**config.mk**
```make
export PLATFORM = sky130hd
export DESIGN_NAME = unified_mem_arbiter
export DESIGN_NICKNAME = d
export VERILOG_FILES = /design/src/rtl/mem_arb_pkg.sv /design/src/rtl/rr_arb2.sv /design/src/rtl/unified_mem_arbiter.sv
export SDC_FILE = /design/constraint.sdc
export NUM_CORES = 1
export LEC_CHECK = 0
export BUFFER_PORTS_ARGS = -buffer_cell sky130_fd_sc_hd__buf_4
export CAP_MARGIN = 10
export CORE_MARGIN = 5
export CORE_UTILIZATION = 42
export DETAILED_ROUTE_END_ITERATION = 7
export PLACE_DENSITY = 0.83
export SLEW_MARGIN = 20
export SYNTH_ARGS = -nofsm -noshare
export SYNTH_HDL_FRONTEND = slang
export SYNTH_SLANG_ARGS = --single-unit
```
**constraint.sdc**
```tcl
create_clock -name CLK -period 4.9 [get_ports CLK]
set_input_delay 0.98 -clock CLK [delete_from_list [all_inputs] [get_ports CLK]]
set_output_delay 0.98 -clock CLK [all_outputs]
set_load 0.1 [all_outputs]
```
**src/rtl/mem_arb_pkg.sv**
```systemverilog
// Shared encodings for the unified memory arbiter: FSM states and requester IDs.
package mem_arb_pkg;

  typedef enum logic [1:0] {
    ARB_IDLE   = 2'd0,
    ARB_ACCESS = 2'd1,
    ARB_DONE   = 2'd2
  } arb_state_e;

  localparam logic REQ_CPU = 1'b0;
  localparam logic REQ_DBG = 1'b1;

endpackage

```
**src/rtl/rr_arb2.sv**
```systemverilog
// Two-way round-robin pick: a lone request wins, a tie goes to the port not granted last.
module rr_arb2 (
  input  logic [1:0] req_i,
  input  logic       last_grant_i,
  output logic       valid_o,
  output logic       winner_o
);

  always_comb begin
    valid_o  = |req_i;
    winner_o = (req_i == 2'b11) ? ~last_grant_i : req_i[1];
  end

endmodule

```
**src/rtl/unified_mem_arbiter.sv**
```systemverilog
// Serialises CPU and debug-loader accesses onto the single unified memory,
// inserting MEM_LAT wait states and stalling the core until its access completes.
module unified_mem_arbiter
  import mem_arb_pkg::*;
#(
  parameter int unsigned AW      = 32,
  parameter int unsigned DW      = 32,
  parameter int unsigned MEM_LAT = 1,
  parameter int unsigned CNT_W   = 4
) (
  input  logic          CLK,
  input  logic          RESET,
  input  logic          CPU_Req,
  input  logic          CPU_We,
  input  logic [AW-1:0] CPU_Adr,
  input  logic [DW-1:0] CPU_WD,
  output logic [DW-1:0] CPU_RD,
  output logic          CPU_Ack,
  output logic          CPU_Stall,
  input  logic          DBG_Req,
  input  logic          DBG_We,
  input  logic [AW-1:0] DBG_Adr,
  input  logic [DW-1:0] DBG_WD,
  output logic [DW-1:0] DBG_RD,
  output logic          DBG_Ack,
  output logic          MEM_En,
  output logic          MEM_WE,
  output logic [AW-1:0] MEM_Adr,
  output logic [DW-1:0] MEM_WD,
  input  logic [DW-1:0] MEM_RD,
  output logic          Grant
);

  arb_state_e       state_q, state_d;
  logic [CNT_W-1:0] cnt_q, cnt_d;
  logic             grant_q, grant_d;
  logic             last_grant_q, last_grant_d;
  logic             we_q, we_d;
  logic [AW-1:0]    adr_q, adr_d;
  logic [DW-1:0]    wd_q, wd_d;
  logic [DW-1:0]    cpu_rd_q, cpu_rd_d;
  logic [DW-1:0]    dbg_rd_q, dbg_rd_d;
  logic             en_q, en_d;
  logic             mem_we_q, mem_we_d;
  logic             cpu_ack_q, cpu_ack_d;
  logic             dbg_ack_q, dbg_ack_d;
  logic             arb_valid, arb_winner;

  rr_arb2 u_rr_arb2 (
    .req_i        ({DBG_Req, CPU_Req}),
    .last_grant_i (last_grant_q),
    .valid_o      (arb_valid),
    .winner_o     (arb_winner)
  );

  always_comb begin
    state_d      = state_q;
    cnt_d        = cnt_q;
    grant_d      = grant_q;
    last_grant_d = last_grant_q;
    we_d         = we_q;
    adr_d        = adr_q;
    wd_d         = wd_q;
    cpu_rd_d     = cpu_rd_q;
    dbg_rd_d     = dbg_rd_q;
    en_d         = en_q;
    mem_we_d     = 1'b0;
    cpu_ack_d    = 1'b0;
    dbg_ack_d    = 1'b0;
    unique case (state_q)
      ARB_IDLE: begin
        if (arb_valid) begin
          state_d      = ARB_ACCESS;
          grant_d      = arb_winner;
          last_grant_d = arb_winner;
          adr_d        = (arb_winner == REQ_DBG) ? DBG_Adr : CPU_Adr;
          wd_d         = (arb_winner == REQ_DBG) ? DBG_WD  : CPU_WD;
          we_d         = (arb_winner == REQ_DBG) ? DBG_We  : CPU_We;
          cnt_d        = CNT_W'(MEM_LAT);
          en_d         = 1'b1;
          // Write strobe lives only in the first access cycle.
          mem_we_d     = (arb_winner == REQ_DBG) ? DBG_We : CPU_We;
        end
      end
      ARB_ACCESS: begin
        if (cnt_q != '0) begin
          cnt_d = cnt_q - 1'b1;
        end else begin
          if (!we_q) begin
            if (grant_q == REQ_DBG) dbg_rd_d = MEM_RD;
            else                    cpu_rd_d = MEM_RD;
          end
          state_d   = ARB_DONE;
          en_d      = 1'b0;
          cpu_ack_d = (grant_q == REQ_CPU);
          dbg_ack_d = (grant_q == REQ_DBG);
        end
      end
      ARB_DONE: state_d = ARB_IDLE;
      default:  state_d = ARB_IDLE;
    endcase
  end

  always_ff @(posedge CLK or posedge RESET) begin
    if (RESET) begin
      state_q      <= ARB_IDLE;
      cnt_q        <= '0;
      grant_q      <= REQ_CPU;
      last_grant_q <= REQ_DBG;  // CPU wins the first tie
      we_q         <= 1'b0;
      adr_q        <= '0;
      wd_q         <= '0;
      cpu_rd_q     <= '0;
      dbg_rd_q     <= '0;
      en_q         <= 1'b0;
      mem_we_q     <= 1'b0;
      cpu_ack_q    <= 1'b0;
      dbg_ack_q    <= 1'b0;
    end else begin
      state_q      <= state_d;
      cnt_q        <= cnt_d;
      grant_q      <= grant_d;
      last_grant_q <= last_grant_d;
      we_q         <= we_d;
      adr_q        <= adr_d;
      wd_q         <= wd_d;
      cpu_rd_q     <= cpu_rd_d;
      dbg_rd_q     <= dbg_rd_d;
      en_q         <= en_d;
      mem_we_q     <= mem_we_d;
      cpu_ack_q    <= cpu_ack_d;
      dbg_ack_q    <= dbg_ack_d;
    end
  end

  always_comb begin
    CPU_RD    = cpu_rd_q;
    CPU_Ack   = cpu_ack_q;
    CPU_Stall = CPU_Req & ~cpu_ack_q;
    DBG_RD    = dbg_rd_q;
    DBG_Ack   = dbg_ack_q;
    MEM_En    = en_q;
    MEM_WE    = mem_we_q;
    MEM_Adr   = adr_q;
    MEM_WD    = wd_q;
    Grant     = grant_q;
  end

endmodule

```
=== Yosys cells after proc, flatten, opt, wreduce, memory -nomap -nowiden ===
Cells that the tools add are included.

* Register bits after elaboration: 141
* Bits of input ports: 166
* Logic and storage cells: 54

* Bitwise logic cells: 6
* Reductions and logical operators: 10
* Eq/ne operators: 5
* Add/sub/neg operators: 1
* Muxes and demuxes: 19

{| class="wikitable"
|+ Operators by type and width
! kind !! number
|-
| $mux 32 || 2
|-
| $mux 1 || 10
|-
| $mux 4 || 2
|-
| $pmux 4 s2 || 1
|-
| $reduce_and 4->1 || 2
|-
| $ne 2x2->1 const B || 3
|-
| $reduce_and 3->1 || 2
|-
| $not 1->1 || 5
|-
| $mux 2 || 2
|-
| $pmux 2 s2 || 1
|-
| $reduce_and 2->1 || 2
|-
| $reduce_bool 4->1 || 1
|-
| $sub 4x1->4 const B || 1
|-
| $eq 2x1->1 const B || 1
|-
| $eq 2x2->1 const B || 1
|-
| $logic_not 2->1 || 1
|-
| $pmux 1 s2 || 1
|-
| $reduce_bool 2->1 || 1
|-
| $reduce_or 2->1 || 1
|-
| $and 1x1->1 || 1
|}

=== Longest topological paths before layout ===
Gate-level depths: netlist of the first run.

* Depth in word-level cells: 5
* Depth in mapped cells: 7

=== By module ===
Synthesis of the first run repeated with hierarchy kept, for this count alone.

* Cell total of the unflattened synthesis: 472
* Area total of the unflattened synthesis: 5896.9 um^2

{| class="wikitable"
|+ Modules (own cells, without submodules)
! module !! area an instance (um^2) !! seq. area each (um^2) !! cells an instance !! instances
|-
| unified_mem_arbiter || 5883.1 || 3529.6 || 470 || 1
|-
| rr_arb2 || 13.8 || 0.0 || 2 || 1
|}

=== Worst setup path before layout of the first run ===
OpenSTA, ideal clock, no wires.

* Kind: input to output
* Start point: in CPU_Req
* End point: out CPU_Stall
* Arrival: 2.314 ns
* Buffers on the path: 0
* Cell stages on the path: 1
* Path slack: 1.606 ns
* Path through: nor2b_1

* Word-level cells in the longest chain between the ends: 1

{| class="wikitable"
|+ RTL lines
! what !! RTL line !! RTL
|-
| start: declaration || unified_mem_arbiter.sv:13 || <nowiki>input logic CPU_Req,</nowiki>
|-
| $and 1x1->1 || unified_mem_arbiter.sv:139 || <nowiki>CPU_Stall = CPU_Req & ~cpu_ack_q;</nowiki>
|-
| end: declaration || unified_mem_arbiter.sv:19 || <nowiki>output logic CPU_Stall,</nowiki>
|}

No other way between the ends.

=== Worst setup path after layout of the first run ===
* Start point: reg state_q[0]
* End point: reg wd_q[22] (netlist: MEM_WD[22])

* Word-level cells in the longest chain between the ends: 2

{| class="wikitable"
|+ RTL lines
! what !! RTL line !! RTL
|-
| start: declaration || unified_mem_arbiter.sv:34 || <nowiki>arb_state_e state_q, state_d;</nowiki>
|-
| start signal: assignment || unified_mem_arbiter.sv:120 || <nowiki>state_q <= state_d;</nowiki>
|-
| $logic_not 2->1 || unified_mem_arbiter.sv:70 || <nowiki>unique case (state_q)</nowiki>
|-
| $reduce_and 2->1 (no line) || n/a ||
|-
| end signal: assignment || unified_mem_arbiter.sv:126 || <nowiki>wd_q <= wd_d;</nowiki>
|-
| end: declaration || unified_mem_arbiter.sv:40 || <nowiki>logic [DW-1:0] wd_q, wd_d;</nowiki>
|}

No other way between the ends.
A chain may end at the register's enable or synchronous reset.

==> metrics.md, run 1 <==
| Metric | Value |
|---|---|
| Outcome | completed |
| Post-CTS setup buffers | 0 |
| Die ar. | 17,000 µm² |
| RR Startpoint | state_q[0]$_DFFE_PP0P_ |
| Row count | 44 |
| Hold Path Depth | 1 |
| Grt total ovfl | 0 |
| Largest net degree at the start of global routing | 108 |
| Number of clock sinks | 141 |
| Fin crit share | 53.4% |
| Internal reg-to-reg setup slack | 2.28 ns |
| Vias in the first global route | 5,422 |
| GP Congestion | 0.805 |
| P&R area growth vs syn | 48.6% |
| Synth Area per Inst | 11.0 µm² |
| Startpoint Class | flip-flop |
| Share of cells above drive strength 1 | 48.8% |
| CTS tree | done |
| Endpoints failing setup | 0 |
| Max_cap viols | 0 |
| Crit path kind | reg -> reg |
| Largest area contributor in the netlist | dfrtp_1 |
| Largest cells by area after synthesis | dfrtp_1 (58%), nand2_1 (8.1%), mux2_4 (7.4%) |
| Seq/Total Area, Yosys | 58.0% |
| Worst slew pin tran | 0.971 ns |
| Maximum clock frequency | 382 MHz |
| Clk buf depth | 2 |
| H-tree levels | 4 |
| Antenna diode count | 0 |
| Hold wc startpoint | MEM_En$_DFFE_PP0P_ |
| Via Count | 5,326 |
| Cells after DPL | 999 |
| Post-synth top flop | dfrtp_1 |
| Netlist Area Pre-Place | 6090 µm² |
| Hold Buf Count CTS | 0 |
| DRC | 0 |
| Non-Filler Instances | 1,031 |
| Syn nets | 720 |
| Worst Setup End Kind | flip-flop |
| Drt total wl | 18.7 mm |
| CTS root buf | clkbuf_16 |
| Cell count after synthesis | 552 |
| Vias per cell | 5.17 |
| Hold EP | MEM_En$_DFFE_PP0P_ |
| FILL cells | 1,166 |
| RR Endpoint | MEM_WD[22]$_DFFE_PP0P_ |
| Critical Path RT | 5.19 ns |
| Die Height | 130 µm |
| Cts bufs inserted | 17 |
| Setup TNS | 0 ns |
| # resized after CTS | 0 |
| Ys async rst share | 100% |
| Initial Util | 42.4% |
| Unique masters post-synth | 37 |
| Initial antenna violation count | 0 |
| Hold Violations, Final | 0 |
| RSZ-0062 raised after global routing | false |
| Final ANT Viol Nets | 0 |
| Number of synthesized flops with an enable pin | 0 |
| Iteration-0 DRC Markers | 272 |
| Arrival time worst endpoint | 2.91 ns |
| Worst-path fanout max | 71 |
| PortBufs | 299 |
| I/O pin total | 300 |
| Final nets | 1,002 |
| Worst R2R Path Depth | 5 |
| Die X | 130 µm |
| Yosys warns | 0 |
| First-pass GRT wire length | 28.2 mm |
| Slew headroom | 35.3% |
| Clock transition at path regs | 0.06 ns |
| Synthesized flop and latch total | 141 |
| DRT Pass-1 Iters | 7 |
| Min-delay worst type | reg -> reg |
| Fin crit period | 2.62 ns |
| Clk_skew | 0.0120 ns |
| Tot GR Track Use | 21.5% |
| Yosys top cell area share | 57.5% |
| Clk_lat worst skew | 0.41 ns |
| Max-slew violation count | 0 |
| Wirelength per Cell | 18.1 µm |
| Core area | 14,400 µm² |
| Post-DP HPWL | 13.1 mm |
## cell type report
class / count / area [µm²] / area share (%)
Sequential cell: 141 / 3530 / 39.0
Timing Repair Buffer: 307 / 2300 / 25.5
Tap cell: 184 / 230 / 2.54
Inverter: 5 / 23.8 / 0.263
Multi-Input combinational cell: 362 / 2340 / 25.9
Clock inverter: 13 / 189 / 2.09
Clock buffer: 19 / 433 / 4.78
## cells in the final DEF (no fill, tap or decap), types with 2 or more instances in the layout
| cell | netlist | layout |
|---|---|---|
| a21oi_1 | 70 | 70 |
| a31oi_1 | 65 | 65 |
| buf_4 | 0 | 307 |
| bufinv_16 | 0 | 4 |
| clkbuf_1 | 36 | 2 |
| clkbuf_16 | 0 | 17 |
| clkinv_2 | 0 | 2 |
| clkinv_4 | 0 | 3 |
| clkinvlp_4 | 0 | 2 |
| dfrtp_1 | 140 | 140 |
| ha_1 | 2 | 2 |
| inv_1 | 5 | 4 |
| inv_6 | 0 | 3 |
| mux2_2 | 34 | 34 |
| mux2_4 | 30 | 30 |
| nand2_1 | 132 | 132 |
| nor2_1 | 3 | 2 |
| nor2b_1 | 2 | 2 |
| nor3_1 | 2 | 2 |
## layer usage
layer,GRT usage [%],up-vias,wire length [µm]
met1,24.6,2549,6960
li1,-,2502,-
met5,0,-,0
met2,37.5,259,9410
met3,8.58,16,2100
met4,5.75,0,238
## kinds of logic after synthesis
logic type / Yosys count / synth area share (%)
AND/OR/NAND/NOR: 152 / 10.3
AO/OA/AOI/OAI: 143 / 13.5
flip-flops: 141 / 58.0
multiplexers: 65 / 13.8
buffers and inverters: 49 / 3.94
adder cells (fa/ha/maj): 2 / 0.411
## worst max path at each step
stage                                         end              startpoint  cells after the start  slack [ns]
final                      MEM_WD[22]$_DFFE_PP0P_  state_q[0]$_DFFE_PP0P_                      5        2.28
after global routing       MEM_WD[21]$_DFFE_PP0P_  state_q[0]$_DFFE_PP0P_                      5        2.10
after CTS                 MEM_Adr[13]$_DFFE_PP0P_  state_q[0]$_DFFE_PP0P_                      5        2.30
after detailed placement   MEM_WD[17]$_DFFE_PP0P_                 CPU_Req                      5        2.21
after global placement     MEM_WD[24]$_DFFE_PP0P_                 CPU_Req                      5        2.25
after floorplan                 CPU_Ack$_DFF_PP0_                   RESET                      1        0.14
## through the flow
step / hold WS, ns / instance area (µm²) / setup WS [ns] / utilization [%]
2_1_floorplan: 0.498 / 6090 / 0.140 / -
5_1_grt: 0.505 / 9050 / 2.10 / 63.0
4_1_cts: 0.494 / 9050 / 2.30 / 63.0
6_report: 0.485 / 9050 / 2.28 / 63.0
3_5_place_dp: 0.476 / 8430 / 2.21 / 58.7
3_3_place_gp: 0.466 / 8430 / 2.25 / 58.7
## synthesized netlist by cell type (3+ instances only)
cell and instances:
dfrtp_1 140, nand2_1 132, mux2_4 30, nor2_1 3, inv_1 5, buf_1 4, buf_12 3, a31oi_1 65
a21oi_1 70, mux2_2 34, clkbuf_1 36
## critical path, cell delays in order (launching register included)
cell and delay [ns]:
dfrtp_1 0.42, nor2_4 0.11, buf_4 0.58, and2_2 0.89, buf_4 0.33, a31oi_1 0.10
## sequential cells by signal (all words and copies together), names as in the netlist
name / flops
CPU_RD: 32
DBG_RD: 32
MEM_Adr: 32
MEM_WD: 32
cnt_q: 4
state_q: 2
CPU_Ack: 1
DBG_Ack: 1
Grant: 1
MEM_En: 1
MEM_WE: 1
last_grant_q: 1
we_q: 1
Power of run 1 is left out: the tool's default activity adds up to more than one toggle a clock period on the data nets, which glitch-free logic cannot reach.
==> run 2: changes to the inputs <==
- ABC_AREA: not set -> 1
- CORE_UTILIZATION: 42 -> 45
- PLACE_DENSITY: 0.83 -> 0.84
- clock period: 4.9 -> 2.45 ns (I/O delays scaled with it)
==> metrics.md, run 2 <==
| Metric | Value |
|---|---|
| Crit path kind | reg -> reg (unchanged) |
| Tot GR Track Use | 23.5% (was 21.5%) |
| Vias in the first global route | 5,954 (was 5,422) |
| Largest cells by area after synthesis | dfrtp_1 (55%), nand2_1 (12%), o21ai_1 (8.6%) (was dfrtp_1 (58%), nand2_1 (8.1%), mux2_4 (7.4%)) |
| Initial antenna violation count | 0 (unchanged) |
| RR Startpoint | cnt_q[0]$_DFFE_PP0P_ (was state_q[0]$_DFFE_PP0P_) |
| Most used cell, CP | nand2_1 (was buf_4) |
| Number of clock sinks | 141 (unchanged) |
| Largest area contributor in the netlist | dfrtp_1 (unchanged) |
| Fin crit period | 1.87 ns (was 2.62 ns) |
| Worst Setup SP | cnt_q[0]$_DFFE_PP0P_ (was state_q[0]$_DFFE_PP0P_) |
| Crit-path slowest cell | dfrtp_1 (was and2_2) |
| Clk buf depth | 2 (unchanged) |
| Hold Violations, Final | 0 (unchanged) |
| Leading cell types by count after synthesis | nand2_1 (207), dfrtp_1 (140), o21ai_1 (109), nor2_1 (76), o21ai_2 (51) (was dfrtp_1 (140), nand2_1 (132), a21oi_1 (70), a31oi_1 (65), clkbuf_1 (36)) |
| Initial Util | 45.8% (was 42.4%) |
| Hold Buf Count CTS | 0 (unchanged) |
| Drt total wl | 20.0 mm (was 18.7 mm) |
| Clk_lat worst skew | 0.41 ns (about the same) |
| Wirelength per Cell | 17.1 µm (was 18.1 µm) |
| Worst R2R Path Depth | 9 (was 5) |
| Die ar. | 16,600 µm² (was 17,000 µm²) |
| Yosys warns | 0 (unchanged) |
| Commonest non-fill, non-tap cells in the layout | buf_4 (306), nand2_1 (206), dfrtp_1 (140) (was buf_4 (307), dfrtp_1 (140), nand2_1 (132)) |
| Cell with the most instances after synthesis | nand2_1 (was dfrtp_1) |
| Syn nets | 866 (was 720) |
| RR Endpoint | CPU_RD[12]$_DFFE_PP0P_ (was MEM_WD[22]$_DFFE_PP0P_) |
| Ys async rst share | 100% (unchanged) |
| Cell count after synthesis | 698 (was 552) |
| Max stage delay on crit path | 0.37 ns (was 0.89 ns) |
| Core area | 13,900 µm² (was 14,400 µm²) |
| Via Count | 5,891 (was 5,326) |
| Synthesized flop and latch total | 141 (unchanged) |
| Setup TNS | 0 ns (unchanged) |
| Internal reg-to-reg setup slack | 0.58 ns (was 2.28 ns) |
| FILL cells | 1,141 (was 1,166) |
| Cts bufs inserted | 17 (unchanged) |
| Die X | 129 µm (was 130 µm) |
| Arrival time worst endpoint | 2.22 ns (was 2.91 ns) |
| Clk_skew | 0.00661 ns (was 0.0120 ns) |
| Iteration-0 DRC Markers | 530 (was 272) |
| Outcome | completed (unchanged) |
| Max-slew violation count | 0 (unchanged) |
| I/O pin total | 300 (unchanged) |
| Maximum clock frequency | 535 MHz (was 382 MHz) |
| First-pass GRT wire length | 30.8 mm (was 28.2 mm) |
| Share of cells above drive strength 1 | 41.0% (was 48.8%) |
| Number of synthesized flops with an enable pin | 0 (unchanged) |
| Min-delay worst type | in -> async (was reg -> reg) |
| Vias per cell | 5.03 (was 5.17) |
| Critical path endpoint | CPU_RD[12]$_DFFE_PP0P_ (was MEM_WD[22]$_DFFE_PP0P_) |
| Row count | 43 (was 44) |
| CTS root buf | clkbuf_16 (unchanged) |
| P&R area growth vs syn | 44.8% (was 48.6%) |
| Clock transition at path regs | 0.06 ns (about the same) |
| Worst slew pin tran | 0.617 ns (was 0.971 ns) |
| Post-synth top flop | dfrtp_1 (unchanged) |
| Largest net degree at the start of global routing | 82 (was 108) |
| CTS tree | done (unchanged) |
| GP Congestion | 0.813 (was 0.805) |
| Yosys top cell area share | 55.2% (was 57.5%) |
| Critical Path RT | 2.80 ns (was 5.19 ns) |
| DRT Pass-1 Iters | 5 (was 7) |
| # resized after CTS | 0 (unchanged) |
| Seq/Total Area, Yosys | 55.6% (was 58.0%) |
| Worst-path fanout max | 40 (was 71) |
| Netlist Area Pre-Place | 6350 µm² (was 6090 µm²) |
| Cell Chain, Critical Path | inv_1 > ha_1 > nand2_1 > inv_2 > nand2_4 > nor2_4 > buf_4 > nand2_1 > nand2_1 (was nor2_4 > buf_4 > and2_2 > buf_4 > a31oi_1) |
| Final nets | 1,148 (was 1,002) |
| Fin crit share | 76.3% (was 53.4%) |
| Commonest non-fill, non-tap cell in the layout | buf_4 (unchanged) |
| RSZ-0062 raised after global routing | false (unchanged) |
| Endpoints failing setup | 0 (unchanged) |
| Die Height | 129 µm (was 130 µm) |
| PortBufs | 299 (unchanged) |
| Unique masters post-synth | 24 (was 37) |
| DRC | 0 (unchanged) |
| Antenna diode count | 0 (unchanged) |
| Worst Setup End Kind | flip-flop (unchanged) |
| Startpoint Class | flip-flop (unchanged) |
| H-tree levels | 4 (unchanged) |
| Max_cap viols | 0 (unchanged) |
| Synth Area per Inst | 9.10 µm² (was 11.0 µm²) |
| Post-CTS setup buffers | 0 (unchanged) |
| Grt total ovfl | 0 (unchanged) |
| Post-DP HPWL | 14.3 mm (was 13.1 mm) |
| Final ANT Viol Nets | 0 (unchanged) |
| Slew headroom | 58.9% (was 35.3%) |
==> run 2: per-layer routing <==
layer	GRT usage [%]	vias to the layer above	routed length [µm]
met5	0	-	0
met4	8.09	0	433
met3	8.68	30	2070
met2	39.6	287	10100
met1	27.7	2743	7380
li1	-	2831	-
==> run 2: cell families after synthesis <==
| group | after synthesis | synth area share, % |
|---|---|---|
| DFF | 141 | 55.6 |
| and+or+nand+nor | 294 | 18.5 |
| xor gates and xnor gates | 1 | 0.138 |
| AOI/OAI and AO/OA | 200 | 18.8 |
| buffers and inverters | 60 | 6.64 |
| adders and majority gates | 2 | 0.394 |
==> run 2: cell type report <==
class                   instances  area [µm²]  share of cell area, %
clock buffers                  18         429                   4.67
clock inverters                12         171                   1.86
inverters                      13        52.6                  0.571
flip-flops and latches        141        3530                   38.4
well taps                     180         225                   2.45
repair buffers                310        2380                   25.8
multi-input cells             497        2410                   26.2
==> run 2: through the flow <==
step / instances / setup slack [ns] / util [%] / area [µm²] / hold WS [ns]
after global routing: 1171 / 0.405 / 66.3 / 9200 / 0.202
after CTS: 1171 / 0.587 / 66.3 / 9200 / 0.199
after global placement: 1141 / 0.679 / 61.9 / 8600 / 0.453
after floorplan: 698 / 0.198 / - / 6360 / 0.443
final: 1171 / 0.582 / 66.3 / 9200 / 0.186
after detailed placement: 1141 / 0.600 / 61.9 / 8600 / 0.469
==> run 2: worst min-delay path by stage <==
stage,from,end,slack (ns),cells after the start
after floorplan,last_grant_q$_DFFE_PP1P_,last_grant_q$_DFFE_PP1P_,0.44,2
after global placement,last_grant_q$_DFFE_PP1P_,last_grant_q$_DFFE_PP1P_,0.45,2
after detailed placement,MEM_WD[21]$_DFFE_PP0P_,MEM_WD[21]$_DFFE_PP0P_,0.47,2
after CTS,RESET,MEM_Adr[0]$_DFFE_PP0P_,0.20,3
after global routing,RESET,MEM_Adr[0]$_DFFE_PP0P_,0.20,3
final,RESET,MEM_Adr[0]$_DFFE_PP0P_,0.19,3
==> run 2: worst max-delay path, delay by kind of cell, from the launching register on <==
family | cells | cell delay, ns
and+or+nand+nor | 5 | 0.71
buffers and inverters | 3 | 0.56
DFF | 1 | 0.37
adders and majority gates | 1 | 0.16
Power of run 2 is left out for the same reason.
==> run 3: changes to the inputs <==
- ABC_AREA: 1 -> 0
- PLACE_DENSITY: 0.84 -> 0.85
- clock period: 2.45 -> 1.8 ns (I/O delays scaled with it)
==> metrics.md, run 3 (synthesis results as in run 1) <==
| Metric | Value |
|---|---|
| Die ar. | 16,000 µm² (was 16,600 µm²) |
| Cell Chain, Critical Path | inv_2 > ha_4 > or3b_4 > or4_4 > clkbuf_16 > mux2_4 (was inv_1 > ha_1 > nand2_1 > inv_2 > nand2_4 > nor2_4 > buf_4 > nand2_1 > nand2_1) |
| Die Height | 126 µm (was 129 µm) |
| Via Count | 5,588 (was 5,891) |
| Clock transition at path regs | 0.07 ns (was 0.06 ns) |
| Crit path kind | reg -> reg (unchanged) |
| Fin crit period | 2.11 ns (was 1.87 ns) |
| GP Congestion | 0.870 (was 0.813) |
| Grt total ovfl | 0 (unchanged) |
| Commonest non-fill, non-tap cells in the layout | buf_4 (318), dfrtp_1 (140), nand2_1 (132) (was buf_4 (306), nand2_1 (206), dfrtp_1 (140)) |
| Endpoints failing setup | 32 (was 0) |
| Violated checks | negative setup slack |
| Clk_skew | 0.0121 ns (was 0.00661 ns) |
| Row count | 42 (was 43) |
| Setup TNS | -9.03 ns (was 0 ns) |
| Max_cap viols | 0 (unchanged) |
| Startpoint Class | flip-flop (unchanged) |
| CTS root buf | clkbuf_16 (unchanged) |
| Initial Util | 46.0% (was 45.8%) |
| Outcome | finished with violations (was completed) |
| Die X | 126 µm (was 129 µm) |
| Worst Setup End Kind | flip-flop (unchanged) |
| Final core occ | 71.2% (was 66.3%) |
| Wirelength per Cell | 19.0 µm (was 17.1 µm) |
| PortBufs | 299 (unchanged) |
| CTS tree | done (unchanged) |
| Fin crit share | 117% (was 76.3%) |
| Hold Violations, Final | 0 (unchanged) |
| Initial antenna violation count | 0 (unchanged) |
| Crit-path slowest cell | or4_4 (was dfrtp_1) |
| RSZ-0062 raised after global routing | true (was false) |
| Tot GR Track Use | 23.4% (was 23.5%) |
| Post-DP HPWL | 14.2 mm (was 14.3 mm) |
| DRC | 0 (unchanged) |
| Worst-path fanout max | 8 (was 40) |
| H-tree levels | 4 (unchanged) |
| Iteration-0 DRC Markers | 353 (was 530) |
| Cell Area, Placed | 8690 µm² (was 8600 µm²) |
| Final ANT Viol Nets | 0 (unchanged) |
| Core area | 13,200 µm² (was 13,900 µm²) |
| DRT Pass-1 Iters | 4 (was 5) |
| Number of clock sinks | 141 (unchanged) |
| Max-slew violation count | 0 (unchanged) |
| Min-delay worst type | in -> reg (was in -> async) |
| Final nets | 1,028 (was 1,148) |
| Fin area | 9430 µm² (was 9200 µm²) |
| FILL cells | 952 (was 1,141) |
| Drt total wl | 20.0 mm (about the same) |
| P&R area growth vs syn | 54.8% (was 44.8%) |
| I/O pin total | 300 (unchanged) |
| Antenna diode count | 0 (unchanged) |
| Worst slew pin tran | 0.507 ns (was 0.617 ns) |
| Slew headroom | 66.2% (was 58.9%) |
| Vias per cell | 5.33 (was 5.03) |
| Cts bufs inserted | 17 (unchanged) |
| Maximum clock frequency | 474 MHz (was 535 MHz) |
| Clk_lat worst skew | 0.42 ns (was 0.41 ns) |
| Vias in the first global route | 5,654 (was 5,954) |
| Largest net degree at the start of global routing | 73 (was 82) |
| Share of cells above drive strength 1 | 51.1% (was 41.0%) |
| Clk buf depth | 2 (unchanged) |
| Cells after DPL | 1,010 (was 1,141) |
| Commonest non-fill, non-tap cell in the layout | buf_4 (unchanged) |
| Max stage delay on crit path | 0.50 ns (was 0.37 ns) |
| Arrival time worst endpoint | 2.41 ns (was 2.22 ns) |
| Final worst slack | -0.310 ns (was 0.582 ns) |
| Critical Path RT | 2.10 ns (was 2.80 ns) |
| Non-Filler Instances | 1,049 (was 1,171) |
| First-pass GRT wire length | 29.8 mm (was 30.8 mm) |
[run 3: cell types whose count changed in the layout (fill, tap and decap cells not counted), moves of 6 or more]
cell     change
mux2_2      +33
o21ai_1    -109
o21ai_0     -38
inv_1        -6
mux2_4      +31
buf_4       +12
nor2_1      -73
a21oi_1     +70
inv_8        +7
o21ai_2     -50
nand2_1     -74
a31oi_1     +65
[run 3: area by class of cell]
class	instances	area (µm²)	share of cell area, %
Multi-Input combinational cell	362	2380	25.2
Clock inverter	15	169	1.79
Timing Repair Buffer	333	2680	28.5
Sequential cell	141	3530	37.4
Tap cell	176	220	2.34
Clock buffer	17	425	4.51
Inverter	5	22.5	0.239
[run 3: through the flow]
stage,hold WS (ns),setup WS (ns)
finish,0.154,-0.310
detailed placement,0.311,-0.287
global placement,0.306,-0.228
global route,0.136,-0.363
CTS,0.130,-0.289
floorplan,0.423,-0.322
[run 3: layer usage]
metal	share of wire, %	track usage, %	routed length [µm]	up-vias
met2	50	39.8	10000	273
li1	-	-	-	2558
met1	38	27.2	7630	2714
met4	3.3	9.46	656	0
met3	8.4	8.20	1680	43
met5	0	0	0	-
[run 3: critical path, delay by kind of cell (launching register included)]
family,cells,cell delay (ns)
flip-flops,1,0.38
buffers and inverters,2,0.29
AND/OR/NAND/NOR,2,0.88
adder cells (fa/ha/maj),1,0.13
multiplexers,1,0.32
[run 3: path summary, 6_finish.rpt]
check,depth (start not counted),slack [ns],start,endpoint
max reg2reg,6,-0.31,cnt_q[0]$_DFFE_PP0P_,CPU_RD[3]$_DFFE_PP0P_
min in group asynchronous,3,0.43,RESET,DBG_RD[3]$_DFFE_PP0P_
min,2,0.15,CPU_Req,last_grant_q$_DFFE_PP1P_
min reg2reg,1,0.48,MEM_En$_DFFE_PP0P_,MEM_En$_DFFE_PP0P_
max in group asynchronous,4,0.74,RESET,CPU_Ack$_DFF_PP0_
max,6,-0.31,cnt_q[0]$_DFFE_PP0P_,CPU_RD[3]$_DFFE_PP0P_
[run 3: repair_timing]
item / in CTS / in global routing
hold endpoints to repair: 5 / 0
buffers inserted: 0 / 3
gates resized for setup: 0 / 6
pin swaps: 0 / 1
gates cloned: 0 / 4
endpoints found under the setup margin: 32 / 64
hold buffers: 1 / 0
Power of run 3 is left out for the same reason.
